`config.mk`:
```
export PLATFORM = sky130hd
export DESIGN_NAME = im_fetch_ctrl_flat
export DESIGN_NICKNAME = d
export VERILOG_FILES = /design/src/rtl/im_fetch_ctrl_if.sv /design/src/rtl/im_fetch_ctrl.sv /design/src/flat_wrapper.sv
export SDC_FILE = /design/constraint.sdc
export NUM_CORES = 1
export LEC_CHECK = 0
export BUFFER_PORTS_ARGS = -buffer_cell sky130_fd_sc_hd__buf_4
export CELL_PAD_IN_SITES_DETAIL_PLACEMENT = 1
export CELL_PAD_IN_SITES_GLOBAL_PLACEMENT = 2
export CORE_MARGIN = 1.5
export CORE_UTILIZATION = 33
export CTS_CLUSTER_DIAMETER = 60
export DETAILED_ROUTE_END_ITERATION = 10
export GPL_TIMING_DRIVEN = 0
export PLACE_DENSITY_LB_ADDON = 0.1
export SLEW_MARGIN = 30
export SYNTH_ARGS = -nofsm -noshare
export SYNTH_HDL_FRONTEND = slang
export SYNTH_SLANG_ARGS = --single-unit
```
`constraint.sdc`:
```
create_clock -name clk -period 4.2 [get_ports clk]
set_clock_uncertainty 0.15 [all_clocks]
set_input_delay 1.05 -clock clk [delete_from_list [all_inputs] [get_ports clk]]
set_output_delay 1.05 -clock clk [all_outputs]
set_load 0.01 [all_outputs]
```
`src/rtl/im_fetch_ctrl_if.sv`:
```
// Bus bundle between the fetch/loader controller and its environment
// (loader byte stream, instruction-memory port, decode-side fetch register).
//   master : controller view (drives ld_ready, busy_load, im_*, f_valid/f_instr/f_pc)
//   slave  : environment view (drives ld_*, im_rdata, redirect*, f_ready)
interface im_fetch_ctrl_if #(
    parameter int unsigned IMW = 4,
    parameter int unsigned IW  = 32
);
    logic           ld_start;
    logic [IMW:0]   ld_len;
    logic           ld_valid;
    logic [7:0]     ld_data;
    logic           ld_ready;
    logic           busy_load;
    logic [IMW-1:0] im_addr;
    logic           im_we;
    logic [IW-1:0]  im_wdata;
    logic [IW-1:0]  im_rdata;
    logic           redirect;
    logic [IMW-1:0] redirect_pc;
    logic           f_valid;
    logic [IW-1:0]  f_instr;
    logic [IMW-1:0] f_pc;
    logic           f_ready;

    modport master (
        input  ld_start, ld_len, ld_valid, ld_data, im_rdata,
               redirect, redirect_pc, f_ready,
        output ld_ready, busy_load, im_addr, im_we, im_wdata,
               f_valid, f_instr, f_pc
    );

    modport slave (
        output ld_start, ld_len, ld_valid, ld_data, im_rdata,
               redirect, redirect_pc, f_ready,
        input  ld_ready, busy_load, im_addr, im_we, im_wdata,
               f_valid, f_instr, f_pc
    );
endinterface

```
`src/rtl/im_fetch_ctrl.sv`:
```
// Instruction-fetch sequencer and program-loader arbiter for the instruction
// memory address port.
//   clk, rst_n : clock, asynchronous active-low reset
//   io_bus     : im_fetch_ctrl_if.master
//                loader   : ld_start, ld_len, ld_valid, ld_data -> ld_ready, busy_load
//                memory   : im_addr, im_we, im_wdata, im_rdata (combinational read)
//                fetch    : redirect, redirect_pc, f_ready -> f_valid, f_instr, f_pc
module im_fetch_ctrl #(
    parameter int unsigned   IMW = 4,
    parameter int unsigned   IW  = 32,
    parameter logic [IW-1:0] NOP = 32'h00000013
) (
    input  logic             clk,
    input  logic             rst_n,
    im_fetch_ctrl_if.master  io_bus
);
    typedef enum logic [1:0] {
        RUN   = 2'd0,
        LOAD  = 2'd1,
        WRITE = 2'd2
    } state_t;

    state_t         r_state, w_state_nxt;
    logic [IMW-1:0] r_pc;
    logic [IMW-1:0] r_waddr;
    logic [IMW:0]   r_len;
    logic [1:0]     r_bcnt;
    logic [IW-1:0]  r_asm;
    logic           r_f_valid;
    logic [IW-1:0]  r_f_instr;
    logic [IMW-1:0] r_f_pc;

    logic           w_ld_ready;
    logic           w_byte_acc;
    logic           w_last;
    logic [IMW:0]   w_waddr_inc;
    logic [IMW-1:0] w_addr;
    logic           w_we;

    // A zero-length load accepts no bytes and just returns to RUN
    assign w_ld_ready  = (r_state == LOAD) && (r_len != '0);
    assign w_byte_acc  = w_ld_ready && io_bus.ld_valid;
    assign w_waddr_inc = (IMW+1)'(r_waddr) + (IMW+1)'(1);
    assign w_last      = (w_waddr_inc == r_len);

    // State register
    always_ff @(posedge clk or negedge rst_n) begin
        if (!rst_n) r_state <= RUN;
        else        r_state <= w_state_nxt;
    end

    // Next state, memory address mux and write strobe
    always_comb begin
        w_state_nxt = r_state;
        w_addr      = r_pc;
        w_we        = 1'b0;
        case (r_state)
            RUN: begin
                w_addr = r_pc;
            end
            LOAD: begin
                w_addr = r_waddr;
                if (r_len == '0)
                    w_state_nxt = RUN;
                else if (w_byte_acc && (r_bcnt == 2'd3))
                    w_state_nxt = WRITE;
            end
            WRITE: begin
                w_addr      = r_waddr;
                w_we        = 1'b1;
                w_state_nxt = w_last ? RUN : LOAD;
            end
            default: w_state_nxt = RUN;
        endcase
        // A new load pre-empts everything, including a pending word write
        if (io_bus.ld_start) begin
            w_state_nxt = LOAD;
            w_we        = 1'b0;
        end
    end

    // Fetch register, PC and loader datapath
    always_ff @(posedge clk or negedge rst_n) begin
        if (!rst_n) begin
            r_pc      <= '0;
            r_waddr   <= '0;
            r_len     <= '0;
            r_bcnt    <= '0;
            r_asm     <= '0;
            r_f_valid <= 1'b0;
            r_f_instr <= NOP;
            r_f_pc    <= '0;
        end else if (io_bus.ld_start) begin
            r_waddr   <= '0;
            r_bcnt    <= '0;
            r_len     <= io_bus.ld_len;
            r_f_valid <= 1'b0;
            r_f_instr <= NOP;
        end else begin
            case (r_state)
                RUN: begin
                    if (io_bus.redirect) begin
                        // Redirect squashes this cycle's fetch
                        r_f_valid <= 1'b0;
                        r_f_instr <= NOP;
                        r_pc      <= io_bus.redirect_pc;
                    end else if (!r_f_valid || io_bus.f_ready) begin
                        r_f_valid <= 1'b1;
                        r_f_instr <= io_bus.im_rdata;
                        r_f_pc    <= r_pc;
                        r_pc      <= r_pc + IMW'(1);
                    end
                end
                LOAD: begin
                    if (r_len == '0) begin
                        r_pc <= '0;
                    end else if (w_byte_acc) begin
                        // Little-endian assembly: byte n lands in lane n
                        r_asm[{r_bcnt, 3'b000} +: 8] <= io_bus.ld_data;
                        r_bcnt                       <= r_bcnt + 2'd1;
                    end
                end
                WRITE: begin
                    if (w_last) r_pc    <= '0;
                    else        r_waddr <= r_waddr + IMW'(1);
                end
                default: ;
            endcase
        end
    end

    assign io_bus.ld_ready  = w_ld_ready;
    assign io_bus.busy_load = (r_state != RUN);
    assign io_bus.im_addr   = w_addr;
    assign io_bus.im_we     = w_we;
    assign io_bus.im_wdata  = r_asm;
    assign io_bus.f_valid   = r_f_valid;
    assign io_bus.f_instr   = r_f_instr;
    assign io_bus.f_pc      = r_f_pc;
endmodule

```
`src/flat_wrapper.sv`:
```
// flat-port wrapper written by rule: the top's interface ports become plain ports
module im_fetch_ctrl_flat 
#(
    parameter int unsigned   IMW = 4,
    parameter int unsigned   IW  = 32,
    parameter logic [IW-1:0] NOP = 32'h00000013
)
  (clk, rst_n, io_bus_ld_start, io_bus_ld_len, io_bus_ld_valid, io_bus_ld_data, io_bus_im_rdata, io_bus_redirect, io_bus_redirect_pc, io_bus_f_ready, io_bus_ld_ready, io_bus_busy_load, io_bus_im_addr, io_bus_im_we, io_bus_im_wdata, io_bus_f_valid, io_bus_f_instr, io_bus_f_pc);
  im_fetch_ctrl_if #(.IMW(IMW), .IW(IW)) io_bus_i ();
  input  logic clk;
  input  logic rst_n;
  input wire logic [$bits(io_bus_i.ld_start)-1:0] io_bus_ld_start;
  input wire logic [$bits(io_bus_i.ld_len)-1:0] io_bus_ld_len;
  input wire logic [$bits(io_bus_i.ld_valid)-1:0] io_bus_ld_valid;
  input wire logic [$bits(io_bus_i.ld_data)-1:0] io_bus_ld_data;
  input wire logic [$bits(io_bus_i.im_rdata)-1:0] io_bus_im_rdata;
  input wire logic [$bits(io_bus_i.redirect)-1:0] io_bus_redirect;
  input wire logic [$bits(io_bus_i.redirect_pc)-1:0] io_bus_redirect_pc;
  input wire logic [$bits(io_bus_i.f_ready)-1:0] io_bus_f_ready;
  output wire logic [$bits(io_bus_i.ld_ready)-1:0] io_bus_ld_ready;
  output wire logic [$bits(io_bus_i.busy_load)-1:0] io_bus_busy_load;
  output wire logic [$bits(io_bus_i.im_addr)-1:0] io_bus_im_addr;
  output wire logic [$bits(io_bus_i.im_we)-1:0] io_bus_im_we;
  output wire logic [$bits(io_bus_i.im_wdata)-1:0] io_bus_im_wdata;
  output wire logic [$bits(io_bus_i.f_valid)-1:0] io_bus_f_valid;
  output wire logic [$bits(io_bus_i.f_instr)-1:0] io_bus_f_instr;
  output wire logic [$bits(io_bus_i.f_pc)-1:0] io_bus_f_pc;
  assign io_bus_i.ld_start = io_bus_ld_start;
  assign io_bus_i.ld_len = io_bus_ld_len;
  assign io_bus_i.ld_valid = io_bus_ld_valid;
  assign io_bus_i.ld_data = io_bus_ld_data;
  assign io_bus_i.im_rdata = io_bus_im_rdata;
  assign io_bus_i.redirect = io_bus_redirect;
  assign io_bus_i.redirect_pc = io_bus_redirect_pc;
  assign io_bus_i.f_ready = io_bus_f_ready;
  assign io_bus_ld_ready = io_bus_i.ld_ready;
  assign io_bus_busy_load = io_bus_i.busy_load;
  assign io_bus_im_addr = io_bus_i.im_addr;
  assign io_bus_im_we = io_bus_i.im_we;
  assign io_bus_im_wdata = io_bus_i.im_wdata;
  assign io_bus_f_valid = io_bus_i.f_valid;
  assign io_bus_f_instr = io_bus_i.f_instr;
  assign io_bus_f_pc = io_bus_i.f_pc;
  im_fetch_ctrl #(.IMW(IMW), .IW(IW), .NOP(NOP)) u_core (.clk(clk), .rst_n(rst_n), .io_bus(io_bus_i));
endmodule
```
==> Word level (Yosys, flattened, before mapping) <==
Index checks and enable logic that the tools add are counted.
{ "word_totals": {"input_bits": 55, "reg_bits": 86, "latchBits": 0, "n_memories": 0, "mem_bits_ro": 0, "ram_bits": 0, "output_inout_bits": 76, "word_cells": 82} }
{ "classes": {"n_mul": 0, "n_mux": 29, "n_reduce_logical": 23, "magnitude_cmp": 0, "bitwise": 3, "div_mod_pow": 0, "n_eq_ne": 11, "n_shift": 2, "addsub": 5} }
{ "ops": {"columns": ["op", "n"], "rows": [
  ["$mux W32", 4],
  ["$bwmux W32", 1],
  ["$mux W4", 8],
  ["$shift A8 B7 Y32 const A", 1],
  ["$shiftx A8 B7 Y32", 1],
  ["$mux W2", 7],
  ["$pmux W4 S3", 1],
  ["$reduce_bool A2 Y1", 5],
  ["$add A4 B1 Y4 const B", 2],
  ["$ne A2 B2 Y1 const B", 4],
  ["$reduce_and A4 Y1", 2],
  ["$mux W1", 7],
  ["$neg A5 Y7", 1],
  ["$pmux W2 S3", 1],
  ["$reduce_and A2 Y1", 3],
  ["$reduce_bool A3 Y1", 2],
  ["$add A4 B1 Y5 const B", 1],
  ["$eq A5 B5 Y1", 1],
  ["$logic_not A5 Y1", 1],
  ["$reduce_and A5 Y1", 1],
  ["$reduce_bool A5 Y1", 1],
  ["$eq A2 B2 Y1 const B", 2],
  ["$ne A4 B4 Y1 const B", 1],
  ["$logic_and A1 B1 Y1", 3],
  ["10 further kinds", 12]
]} }

==> Logic depth before layout (Yosys ltp) <==
{ "depth": {"word_depth": 8, "ltp_mapped": 8, "ltp_nobuf": 7} }

==> Worst setup path after synthesis <==
OpenSTA, ideal clock, no wires.
{ "synth_timing": {"kind": "input -> output", "start": "input port io_bus_ld_start", "end": "output port io_bus_im_we", "stages": 3, "n_path_buf": 2, "required_time_ns": 3.000, "slack_ns": 1.281, "arrival_time_ns": 1.719, "cell_sequence": "clkbuf_1 -> buf_1 -> nor2_1"} }
{ "synth_between": {"elab_chain_len": 1} }
{ "synth_rtl": {"columns": ["item", "line_no", "rtl"], "rows": [
  ["from (decl)", "flat_wrapper.sv:12", "input wire logic [$bits(io_bus_i.ld_start)-1:0] io_bus_ld_start;"],
  ["$mux W1", "im_fetch_ctrl.sv:76", "if (io_bus.ld_start) begin"],
  ["to (decl)", "flat_wrapper.sv:23", "output wire logic [$bits(io_bus_i.im_we)-1:0] io_bus_im_we;"]
]} }
Every way passes these cells.

==> Worst setup path in the final report <==
Ends and elaborated chain as after synthesis.

==> impl_metrics.yaml <==
clock_tree:
  cts_tree: "built"
  worst_skew_pair.late_latency_ns: 0.34
  cts_htree_levels: 3
  path_clk_slew_ns: 0.07
  cts_buffers: 9
  clockBufferDepth: 2
  postCtsHoldBufs: 0
  clock_tree.root_cell: "clkbuf_16"
  cts_num_sinks: 86
  ctsResizeCount: 0
  post_cts_buffers: 0
critical_path:
  critPathBufInv: 4
  reg2reg_depth: 6
  reg2reg_to: "u_core.r_state[0]"
  cp-start-kind: "input port"
  slowest_delay_ns: 0.44
  rr_startpoint: "u_core.r_waddr[0]"
  ff2ff_setup_slack_ns: 1.75
  critPathArrivalTime_ns: 2.27
  cpMostUsedCell: "buf_4"
  end_kind: "primary output"
  cp-endpoint: "io_bus_im_we"
  crit_path_start: "io_bus_ld_start"
  crit_required_ns: 3.00
  critPathKind: "input port to primary output"
  cp_top_family: "buffers and inverters"
  cp_num_cells: 5
  cp_slowest_cell: "clkbuf_1"
  path_cells: "buf_4 -> clkbuf_1 -> buf_1 -> nor2_1 -> buf_4"
  path_max_fanout: 10
timing:
  tightestPinTransition_ns: 0.794
  fmax_mhz: 288
  hold_viol_final: 0
  tns_ns: 0
  rsz0062_at_grt: "false"
  relSlewSlack: 0.471
  setup_slack_ns: 0.731
  layout_min_cycle_time_ns: 3.47
  period_share: 0.826
  drv_slew: 0
  setup_viol: 0
layout:
  drive_above_1_share: 0.344
  syn2layout_area_growth_pct: 37.9
  nets: 555
  antennaDiodeCount: 0
logic_synthesis:
  syn_area_sq_um: 3770
  synth_top_cell_area_share: 0.550
  ys_ff_latch: 86
  syn_inst: 349
  ys_seq_area_frac: 0.571
  synth_ff_type: "dfrtp_1"
  ys_warn_count: 0
  synth.most_common_cell: "dfrtp_1"
  syn_nets: 415
  synth_top_cells_by_area: "dfrtp_1, nand2_1, a22o_1"
  syn_area_per_cell_sq_um: 10.8
  synth_commonest_cells: "dfrtp_1, nand2_1, o21ai_0, a22o_1"
  synth_edf_count: 0
  post_synth_num_cell_types: 36
  asyncSetResetFlopFracSynth: 1.00
  yosysTopAreaCell: "dfrtp_1"
detailed_routing:
  drt_iter0_markers: 63
  first_pass_iters: 4
  wl_per_cell_um: 16.5
  ant_nets: 0
  vias: 3137
  viasPerCell: 4.95
  drc_errors: 0
  drt_wl_total_um: 10500
pwr:
  ir_worst_vdd_v: 0.000255
  report.power.total_w: 0.00237
  power_density_nw_per_um2: 455
  p_leak_nw: 2.53
global_route:
  antenna_found_initial: 0
  grt_pass1_wl_um: 17100
  grt_pass1_vias: 3313
  grtUsageTotal: 0.187
  grt_start_max_net_pins: 87
  grt_remaining_overflow: 0
hold_path:
  hp-class: "flop to flop"
floorplanning:
  die_area_sq_um: 12100
  fp-row-count: 38
  num_io_pins: 131
  die_x_um: 110
  fp.coreArea_sq_um: 11000
  initial_utilization: 0.344
  die_y_um: 110
place:
  gp_congestion: 0.745
  port_buffers: 129
  post-dp-hpwl_um: 7860
  post-place-ws_ns: 0.717
run:
  cap_viol_max_count: 0
run_status:
  status: "finished, final reports clean"
==> flip-flops by register name, indices dropped and copies added (netlist names) <==
| name | count |
|---|---|
| u_core.r_len | 5 |
| u_core.r_pc | 4 |
| u_core.r_waddr | 4 |
| u_core.io_bus.f_instr | 32 |
| u_core.io_bus.f_pc | 4 |
| u_core.r_state | 2 |
| u_core.io_bus.f_valid | 1 |
| u_core.r_bcnt | 2 |
| u_core.io_bus.im_wdata | 32 |
==> cells in the final DEF (no fill, tap or decap), types with 3 or more instances in the layout <==
cell type and instances:
buf_4 128, dfrtp_1 83, nand2_1 74, o21ai_0 38
a22o_1 30, clkbuf_1 15, mux2_2 15, nor2_1 13
ha_1 11, clkbuf_16 9, inv_1 8, a21oi_1 8
xnor2_1 6, nand2b_1 4, nor3_1 3, nand3_1 3
a211oi_1 3, or3_1 3, mux2i_1 3, o22a_1 3
clkinv_2 3, dfstp_2 3
==> final cells by class <==
type	instances	area [sq um]
repair buffers	129	972
plain buffers	16	60.1
inverters	8	30.0
fillers	1261	5780
clock inverters	7	48.8
multi-input cells	239	1540
flip-flops and latches	86	2160
well taps	140	175
clock buffers	9	225
==> power by group <==
part	internal [W]	leakage, nW	switching, W	total [W]
Combinational	0.000288	1.23	0.000299	0.000587
Sequential	0.000944	1.16	0.0000925	0.00104
Clock	0.000402	0.136	0.000341	0.000743
Total	0.00163	2.53	0.000732	0.00237
==> worst min path at each step <==
stage / start / endpoint / slack (ns) / cells past startpoint
after floorplan: u_core.io_bus.im_wdata[0] / u_core.io_bus.im_wdata[0] / 0.37 / 2
after global placement: u_core.io_bus.im_wdata[7] / u_core.io_bus.im_wdata[7] / 0.31 / 2
after detailed placement: u_core.io_bus.im_wdata[21] / u_core.io_bus.im_wdata[21] / 0.33 / 2
after CTS: u_core.io_bus.im_wdata[21] / u_core.io_bus.im_wdata[21] / 0.34 / 2
after global routing: u_core.io_bus.im_wdata[7] / u_core.io_bus.im_wdata[7] / 0.37 / 2
final: u_core.io_bus.im_wdata[21] / u_core.io_bus.im_wdata[21] / 0.33 / 2
==> through the flow <==
stage	hold slack [ns]	utilization	cells	instance area, sq um
floorplan	0.366	-	349	3770
global placement	0.314	0.448	618	4920
detailed placement	0.325	0.448	618	4920
CTS	0.341	0.473	634	5190
global route	0.369	0.474	634	5200
finish	0.335	0.474	634	5200
==> routing by layer <==
layer  share of wire  vias up  track usage
li1                -     1506            -
met3           0.083        7       0.0694
met4          0.0081        0       0.0501
met5               0        -            0
met2            0.46       92        0.289
met1            0.45     1532        0.246
==> kinds of logic after synthesis <==
| kind of cell | count (synthesis) | synth area share |
|---|---|---|
| buffers and inverters | 24 | 0.0239 |
| xor gates and xnor gates | 8 | 0.0186 |
| AOI/OAI and AO/OA | 91 | 0.165 |
| DFF | 86 | 0.571 |
| adders and majority gates | 11 | 0.0365 |
| muxes | 18 | 0.0527 |
| and+or+nand+nor | 111 | 0.132 |
==> tightest hold or removal path: cells and delay by family (launching register included) <==
family / cells / cell delay [ns]
flip-flops: 1 / 0.35
AND/OR/NAND/NOR: 1 / 0.05
AO/OA/AOI/OAI: 1 / 0.06
(Power assumes the default switching activity.)
